===== config.mk =====
export PLATFORM = sky130hd
export DESIGN_NAME = dsi_link_sequencer
export DESIGN_NICKNAME = d
export VERILOG_FILES = /design/src/rtl/dsi_link_sequencer.sv
export SDC_FILE = /design/constraint.sdc
export NUM_CORES = 1
export LEC_CHECK = 0
export ABC_AREA = 1
export ABC_CLOCK_PERIOD_IN_PS = 6300
export BUFFER_PORTS_ARGS = -buffer_cell sky130_fd_sc_hd__buf_2
export CORE_AREA = 10 10 76 78
export DETAILED_ROUTE_END_ITERATION = 10
export DIE_AREA = 0 0 86 88
export PLACE_DENSITY = 0.81
export SLEW_MARGIN = 20
export SYNTH_ARGS = -nofsm -noshare
export SYNTH_HDL_FRONTEND = slang
export SYNTH_SLANG_ARGS = --single-unit
export TNS_END_PERCENT = 100

===== constraint.sdc =====
create_clock -name clk -period 6.3 [get_ports clk]
set_input_delay 0.315 -clock clk [delete_from_list [all_inputs] [get_ports clk]]
set_output_delay 0.315 -clock clk [all_outputs]
set_load 0.02 [all_outputs]

===== src/rtl/dsi_link_sequencer.sv =====
// DSI link sequencer: brings the clock lane, data lanes and streaming up and
// down in a fixed order, with per-phase timeouts and a sticky error flag.
module dsi_link_sequencer #(
  parameter int SETTLE_CYCLES = 16,
  parameter int TIMEOUT_W     = 16
) (
  input  logic                 clk,
  input  logic                 rst,
  input  logic                 link_up_req,
  input  logic [2:0]           lines_number_cfg,
  input  logic [TIMEOUT_W-1:0] timeout_cycles,
  input  logic                 clock_ready,
  input  logic                 lines_ready,
  input  logic                 lines_active,
  output logic                 clock_enable,
  output logic                 lines_enable,
  output logic [2:0]           lines_number,
  output logic                 streaming_enable,
  output logic                 link_up,
  output logic                 link_error,
  output logic [3:0]           state_o
);

  typedef enum logic [3:0] {
    IDLE      = 4'd0,
    CLK_ON    = 4'd1,
    LANES_ON  = 4'd2,
    SETTLE    = 4'd3,
    RUN       = 4'd4,
    DRAIN     = 4'd5,
    LANES_OFF = 4'd6,
    CLK_OFF   = 4'd7,
    ERROR     = 4'd8
  } state_t;

  localparam logic [TIMEOUT_W-1:0] CNT_ONE     = TIMEOUT_W'(1);
  localparam logic [TIMEOUT_W-1:0] SETTLE_LAST = TIMEOUT_W'(SETTLE_CYCLES - 1);

  state_t               state_q, state_d;
  logic [TIMEOUT_W-1:0] cnt_q;
  logic                 clock_enable_d;
  logic                 lines_enable_d;
  logic [2:0]           lines_number_d;
  logic                 streaming_enable_d;
  logic                 link_up_d;
  logic                 link_error_d;
  logic                 cfg_valid;
  logic                 timeout_hit;

  assign cfg_valid   = (lines_number_cfg >= 3'd1) && (lines_number_cfg <= 3'd4);
  assign timeout_hit = (timeout_cycles != '0) && (cnt_q == (timeout_cycles - CNT_ONE));
  assign state_o     = state_q;

  // State register; reset drops straight back to IDLE with no orderly shutdown
  always_ff @(posedge clk or posedge rst) begin
    if (rst) begin
      state_q <= IDLE;
    end else begin
      state_q <= state_d;
    end
  end

  // Phase counter restarts on every state change and sticks at all-ones
  always_ff @(posedge clk or posedge rst) begin
    if (rst) begin
      cnt_q <= '0;
    end else if (state_d != state_q) begin
      cnt_q <= '0;
    end else if (cnt_q != '1) begin
      cnt_q <= cnt_q + CNT_ONE;
    end
  end

  // Next-state and next-output decode; outputs change on the edge entering a state
  always_comb begin
    state_d            = state_q;
    clock_enable_d     = clock_enable;
    lines_enable_d     = lines_enable;
    lines_number_d     = lines_number;
    streaming_enable_d = streaming_enable;
    link_up_d          = link_up;
    link_error_d       = link_error;

    case (state_q)
      IDLE: begin
        if (link_up_req) begin
          if (cfg_valid) begin
            lines_number_d = lines_number_cfg;
            clock_enable_d = 1'b1;
            state_d        = CLK_ON;
          end else begin
            state_d = ERROR;
          end
        end
      end
      CLK_ON: begin
        if (!link_up_req) begin
          lines_enable_d = 1'b0;
          state_d        = LANES_OFF;
        end else if (clock_ready) begin
          lines_enable_d = 1'b1;
          state_d        = LANES_ON;
        end else if (timeout_hit) begin
          state_d = ERROR;
        end
      end
      LANES_ON: begin
        if (!link_up_req) begin
          lines_enable_d = 1'b0;
          state_d        = LANES_OFF;
        end else if (lines_ready) begin
          state_d = SETTLE;
        end else if (timeout_hit) begin
          state_d = ERROR;
        end
      end
      SETTLE: begin
        if (!link_up_req) begin
          lines_enable_d = 1'b0;
          state_d        = LANES_OFF;
        end else if (cnt_q == SETTLE_LAST) begin
          streaming_enable_d = 1'b1;
          link_up_d          = 1'b1;
          state_d            = RUN;
        end
      end
      RUN: begin
        if (!clock_ready || !lines_ready) begin
          state_d = ERROR;
        end else if (!link_up_req) begin
          streaming_enable_d = 1'b0;
          link_up_d          = 1'b0;
          state_d            = DRAIN;
        end
      end
      DRAIN: begin
        if (!lines_active) begin
          lines_enable_d = 1'b0;
          state_d        = LANES_OFF;
        end else if (timeout_hit) begin
          state_d = ERROR;
        end
      end
      LANES_OFF: begin
        if (!lines_ready) begin
          clock_enable_d = 1'b0;
          state_d        = CLK_OFF;
        end else if (timeout_hit) begin
          state_d = ERROR;
        end
      end
      CLK_OFF: begin
        if (!clock_ready) begin
          state_d = IDLE;
        end else if (timeout_hit) begin
          state_d = ERROR;
        end
      end
      ERROR: begin
        if (!link_up_req) begin
          link_error_d = 1'b0;
          state_d      = IDLE;
        end
      end
      default: begin
        state_d = IDLE;
      end
    endcase

    if ((state_d == ERROR) && (state_q != ERROR)) begin
      clock_enable_d     = 1'b0;
      lines_enable_d     = 1'b0;
      streaming_enable_d = 1'b0;
      link_up_d          = 1'b0;
      link_error_d       = 1'b1;
    end
  end

  // Registered outputs toward the core and status
  always_ff @(posedge clk or posedge rst) begin
    if (rst) begin
      clock_enable     <= 1'b0;
      lines_enable     <= 1'b0;
      lines_number     <= 3'd0;
      streaming_enable <= 1'b0;
      link_up          <= 1'b0;
      link_error       <= 1'b0;
    end else begin
      clock_enable     <= clock_enable_d;
      lines_enable     <= lines_enable_d;
      lines_number     <= lines_number_d;
      streaming_enable <= streaming_enable_d;
      link_up          <= link_up_d;
      link_error       <= link_error_d;
    end
  end

endmodule

==> Word level (Yosys, flattened, before mapping) <==
Index checks and enable logic that the tools add are counted.
{ "word_totals": {"register_bits": 27, "input_bits": 25, "out_inout_bits": 12, "elab_cells": 91} }
{ "op_classes": {"add_sub_neg": 2, "order_cmp": 2, "n_eq_ne": 25, "mux": 36, "reduce_logical": 19} }
{ "ops": {"columns": ["op", "count"], "rows": [
  ["4-bit two-way mux", 15],
  ["4-bit case mux with 9 select lines", 1],
  ["16-bit two-way mux", 2],
  ["3-bit != test (second input constant)", 8],
  ["16-bit by 1-bit adder with 16-bit output (second input constant)", 1],
  ["16-bit equality test", 1],
  ["16-bit by 4-bit equality test with 1-bit output (second input constant)", 1],
  ["4-bit by 3-bit equality test with 1-bit output (second input constant)", 4],
  ["16-bit != test (second input constant)", 1],
  ["16-bit nonzero test", 1],
  ["16-bit by 1-bit subtractor with 16-bit output (second input constant)", 1],
  ["1-bit two-way mux", 15],
  ["4-bit by 2-bit equality test with 1-bit output (second input constant)", 2],
  ["4-bit equality test (second input constant)", 2],
  ["4-bit != test (second input constant)", 2],
  ["4-bit AND reduction", 2],
  ["3-bit nonzero test", 2],
  ["5-bit AND reduction", 1],
  ["4-bit by 1-bit equality test with 1-bit output (second input constant)", 1],
  ["4-bit zero test", 1],
  ["4-bit != test", 1],
  ["1-bit case mux with 2 select lines", 2],
  ["2-bit nonzero test", 2],
  ["4-bit nonzero test", 1],
  ["other kinds (11)", 14]
]} }

==> Depth between registers and ports, before layout <==
{ "logic_depth": {"depth_word": 11, "depth_mapped": 22, "depth_no_buf": 21} }

==> Least setup slack after synthesis <==
Ideal clock, no wire load.
{ "synth_timing": {"path_kind": "register -> register", "start": "register cnt_q[0]", "end": "register cnt_q[15]", "setup_ns": 0.124, "arrival_time_ns": 2.024, "required_ns": 6.176, "slack_ns": 4.153, "path_stages_with_launch": 13, "n_path_buf": 0, "synth_period_minus_slack_ns": 2.147, "cell_sequence": "dfrtp_1 > ha_1 > nand3_1 > nor2_1 > nand3_1 > nor2_1 > nand2_1 > nand4_2 > nor3_1 > nand3_1 > nor2_1 > xor2_1 > nor2_4"} }
{ "synth_via": {"elab_chain_len": 8, "elab_cells_between_ends": 20, "classes_between": "add/sub (1); eq/ne (4); mux (13); reduce/logical (2)"} }
{ "synth_rtl": {"columns": ["element", "line", "source"], "rows": [
  ["from (decl)", "40", "logic [TIMEOUT_W-1:0] cnt_q;"],
  ["from (signal assigned)", "70", "cnt_q <= cnt_q + CNT_ONE;"],
  ["16-bit equality test", "51", "assign timeout_hit = (timeout_cycles != '0) && (cnt_q == (timeout_cycles - CNT_ONE));"],
  ["1-bit logical AND", "51", null],
  ["4-bit two-way mux", null, null],
  ["4-bit two-way mux (on tied branches)", "111, 100", null],
  ["4-bit two-way mux (on tied branches)", "108, 97", null],
  ["4-bit case mux with 9 select lines", "84", "case (state_q)"],
  ["4-bit != test", "67", "end else if (state_d != state_q) begin"],
  ["16-bit two-way mux or 2-bit nonzero test (tied branches)", null, null]
]} }
Parallel ways exist; a longest one is shown, timed or not. The select of a mux whose other input is x is not followed.
A chain may end at the register's enable or synchronous reset.

==> Worst setup path after layout <==
Same ends and word-level chain as after synthesis.

==> impl_metrics.tcl <==
set metrics [dict create \
    status "complete, no violations" \
    synth_nets 402 \
    slew_headroom 0.6234 \
    setup_viol 0 \
    max-clock-path-buffers 2 \
    grt_antenna_before_repair 0 \
    cts_tree "yes" \
    core_mm2 0.004294 \
    finalMaxSlewViolations 0 \
    syn-instance-count 375 \
    critical_path_class "reg -> reg" \
    hold_viol 0 \
    num_antenna_cells 0 \
    chipWidth_um 86 \
    synth-seq-cells 27 \
    setup_tns_ns 0 \
    gp_congestion 0.9446 \
    via_count 2369 \
    grt_pass1_wl_um 9977 \
    power.density_mw_per_mm2 254.2 \
    grt_overflow_total 0 \
    hpwl_um 4689 \
    path_clk_slew_ns 0.09 \
    syn_area_mm2 0.002499 \
    period_needed_ns 2.382 \
    cts_buffers 3 \
    grt_max_degree 28 \
    crit_chain "ha_1 > nand3_1 > nor2_1 > nand3_1 > nor2_1 > nand2_1 > nand4_2 > nor3_1 > nand3_1 > nor2_1 > xor2_1 > nor2_4" \
    cts_max_level 1 \
    period_share 0.3781 \
    r2r_end "cnt_q[15]$_DFFE_PP0P_" \
    rsz0062_at_grt "no" \
    cts.sinks 27 \
    wl_um 5584 \
    placement_rows 24 \
    die-area_mm2 0.007568 \
    syn_avg_cell_area_um2 6.663 \
    drive_gt1_frac 0.2136 \
    clock.fmax_mhz 419.8 \
    nFillCells 413 \
    peakVddDrop_mv 0.2786 \
    post_cts_buffers 0 \
    drv_cap 0 \
    end_kind "flip-flop" \
    portBuffers 36 \
    first_pass_iters 5 \
    cpPeakStageDelay_ns 0.44 \
    crit_fanout 6 \
    drt-initial-drc-count 114 \
    crit_path_top_delay_cell "dfrtp_1" \
    post_cts_resized 0 \
    seq_area_um2 675.6 \
    worstSetupEndpoint "cnt_q[15]$_DFFE_PP0P_" \
    yosys_most_used_dff "dfrtp_1" \
    path_delay_family "simple AND/OR/NAND/NOR gates" \
    root_buffer "clkbuf_8" \
    clkLatencyLatePin_ns 0.26 \
    power.total_mw 0.7007 \
    synth-edff-count 0 \
    multiInputGateArea_mm2 0.001569 \
    initial_core_util 0.5819 \
    viasPerCell 5.106 \
    path_buf_inv 0 \
    startpoint_type "flip-flop" \
    r2r_slack_ns 3.92 \
    post_drt_wl_per_cell_um 12.03 \
    first_global_vias 2343 \
    io_pins 37 \
    fin_nets 440 \
    worst_clock_skew_ns 0.002382 \
    yosysWarnings 0 \
    die_y_um 88 \
    drc 0 \
    leakage_nw 1.417 \
    crit_path_start "cnt_q[0]$_DFFE_PP0P_" \
    antenna_left 0 \
    max_slew.worst_pin.slew_ns 0.5641 \
    required_ns 6.45 \
    async_reset_ff_frac 1.000 \
    postCtsHoldBufs 0 \
    yosysSeqAreaShare 0.2704 \
    crit_cells 12 \
    cp_data_arrival_time_ns 2.54 \
    area_growth_pct 10.32 \
    ys_types 36 \
    r2r_start "cnt_q[0]$_DFFE_PP0P_" \
    hold_class "in -> async" \
    r2r_cells 12 \
    grt_usage 0.1538 \
]
## worst min path at each step
stage                                  end  slack, ns  cells after the start
2_1_floorplan     clock_enable$_DFFE_PP0P_       0.37                      1
3_3_place_gp   lines_number[2]$_DFFE_PP0P_       0.46                      2
3_5_place_dp   lines_number[1]$_DFFE_PP0P_       0.49                      1
4_1_cts        lines_number[1]$_DFFE_PP0P_       0.29                      2
5_1_grt        lines_number[0]$_DFFE_PP0P_       0.13                      2
6_report       lines_number[1]$_DFFE_PP0P_       0.09                      2
## logic make-up (layout without fill, tap and decap cells)
kind of cell / Yosys count / after routing / share of synthesized area
multiplexers: 3 / 3 / 0.01302
adder cells (fa/ha/maj): 2 / 2 / 0.01001
AO/OA/AOI/OAI: 22 / 22 / 0.05609
XOR/XNOR: 22 / 22 / 0.07712
flip-flops: 27 / 27 / 0.2704
AND/OR/NAND/NOR: 237 / 237 / 0.4717
buffers and inverters: 62 / 99 / 0.1017
## cells in the mapped netlist, types with 3 or more instances
cell type | number | share of area
nor2_2 | 7 | 0.018
inv_1 | 57 | 0.086
a21oi_1 | 5 | 0.010
nand2_2 | 15 | 0.038
dfrtp_1 | 27 | 0.27
nor2_4 | 15 | 0.068
xor2_1 | 14 | 0.049
nor2_1 | 53 | 0.080
nand3_1 | 26 | 0.052
xnor2_1 | 8 | 0.028
o21ai_1 | 3 | 0.0060
o21ai_0 | 6 | 0.012
nand2_1 | 98 | 0.15
nor3_1 | 6 | 0.012
nand3b_1 | 4 | 0.012
nand4_1 | 7 | 0.018
## cell usage in the layout, fill, tap and decap left out, drive strengths merged
master and n:
nand3b 4, a211oi 1, o2111ai 2, mux2i 1
o211ai 1, nand4 8, clkbuf 4, nand2 115
a21oi 6, a22oi 1, xor2 14, o21ai 9
nor4 1, nor3 6, nor2 76, xnor2 8
buf 36, o22ai 1, nand3 27, inv 59
ha 2, o32ai 1, mux2 2, dfrtp 27
## flip-flops by register name, summed over array words and instances, names as in the netlist
register / cells
clock_enable: 1
cnt_q: 16
lines_enable: 1
lines_number: 3
link_error: 1
link_up: 1
state_o: 4
## where the power goes
| part | leakage [nW] | internal [mW] | switching (mW) |
|---|---|---|---|
| clock network | 0.0228 | 0.0452 | 0.0500 |
| logic | 1.03 | 0.115 | 0.249 |
| registers | 0.360 | 0.207 | 0.0344 |
| total | 1.42 | 0.367 | 0.333 |
## through the flow
| step | worst slack [ns] | hold slack, ns | cell area, um^2 | util | std cells |
|---|---|---|---|---|---|
| 2_1_floorplan | 4.153 | 0.3677 | 2499 | - | 375 |
| 3_3_place_gp | 3.812 | 0.4631 | 2711 | 0.6314 | 460 |
| 3_5_place_dp | 3.761 | 0.4931 | 2711 | 0.6314 | 460 |
| 4_1_cts | 3.893 | 0.2929 | 2756 | 0.6419 | 464 |
| 5_1_grt | 3.671 | 0.1317 | 2756 | 0.6419 | 464 |
| 6_report | 3.918 | 0.09107 | 2756 | 0.6419 | 464 |
## final cells by class
type	count	area share
Multi-Input combinational cell	286	0.5692
Sequential cell	27	0.2451
Inverter	59	0.08034
Timing Repair Buffer	36	0.06537
Tap cell	52	0.02360
Clock buffer	4	0.01634
## per-layer routing
layer  share of wire  GRT usage  vias to the layer above
li1                -          -                     1239
met1            0.44     0.1806                     1065
met2            0.50     0.2806                       52
met3           0.036    0.01486                       13
met4           0.024    0.05838                        0
met5               0          0                        -
Note: power is estimated with default switching activity, not from simulation.
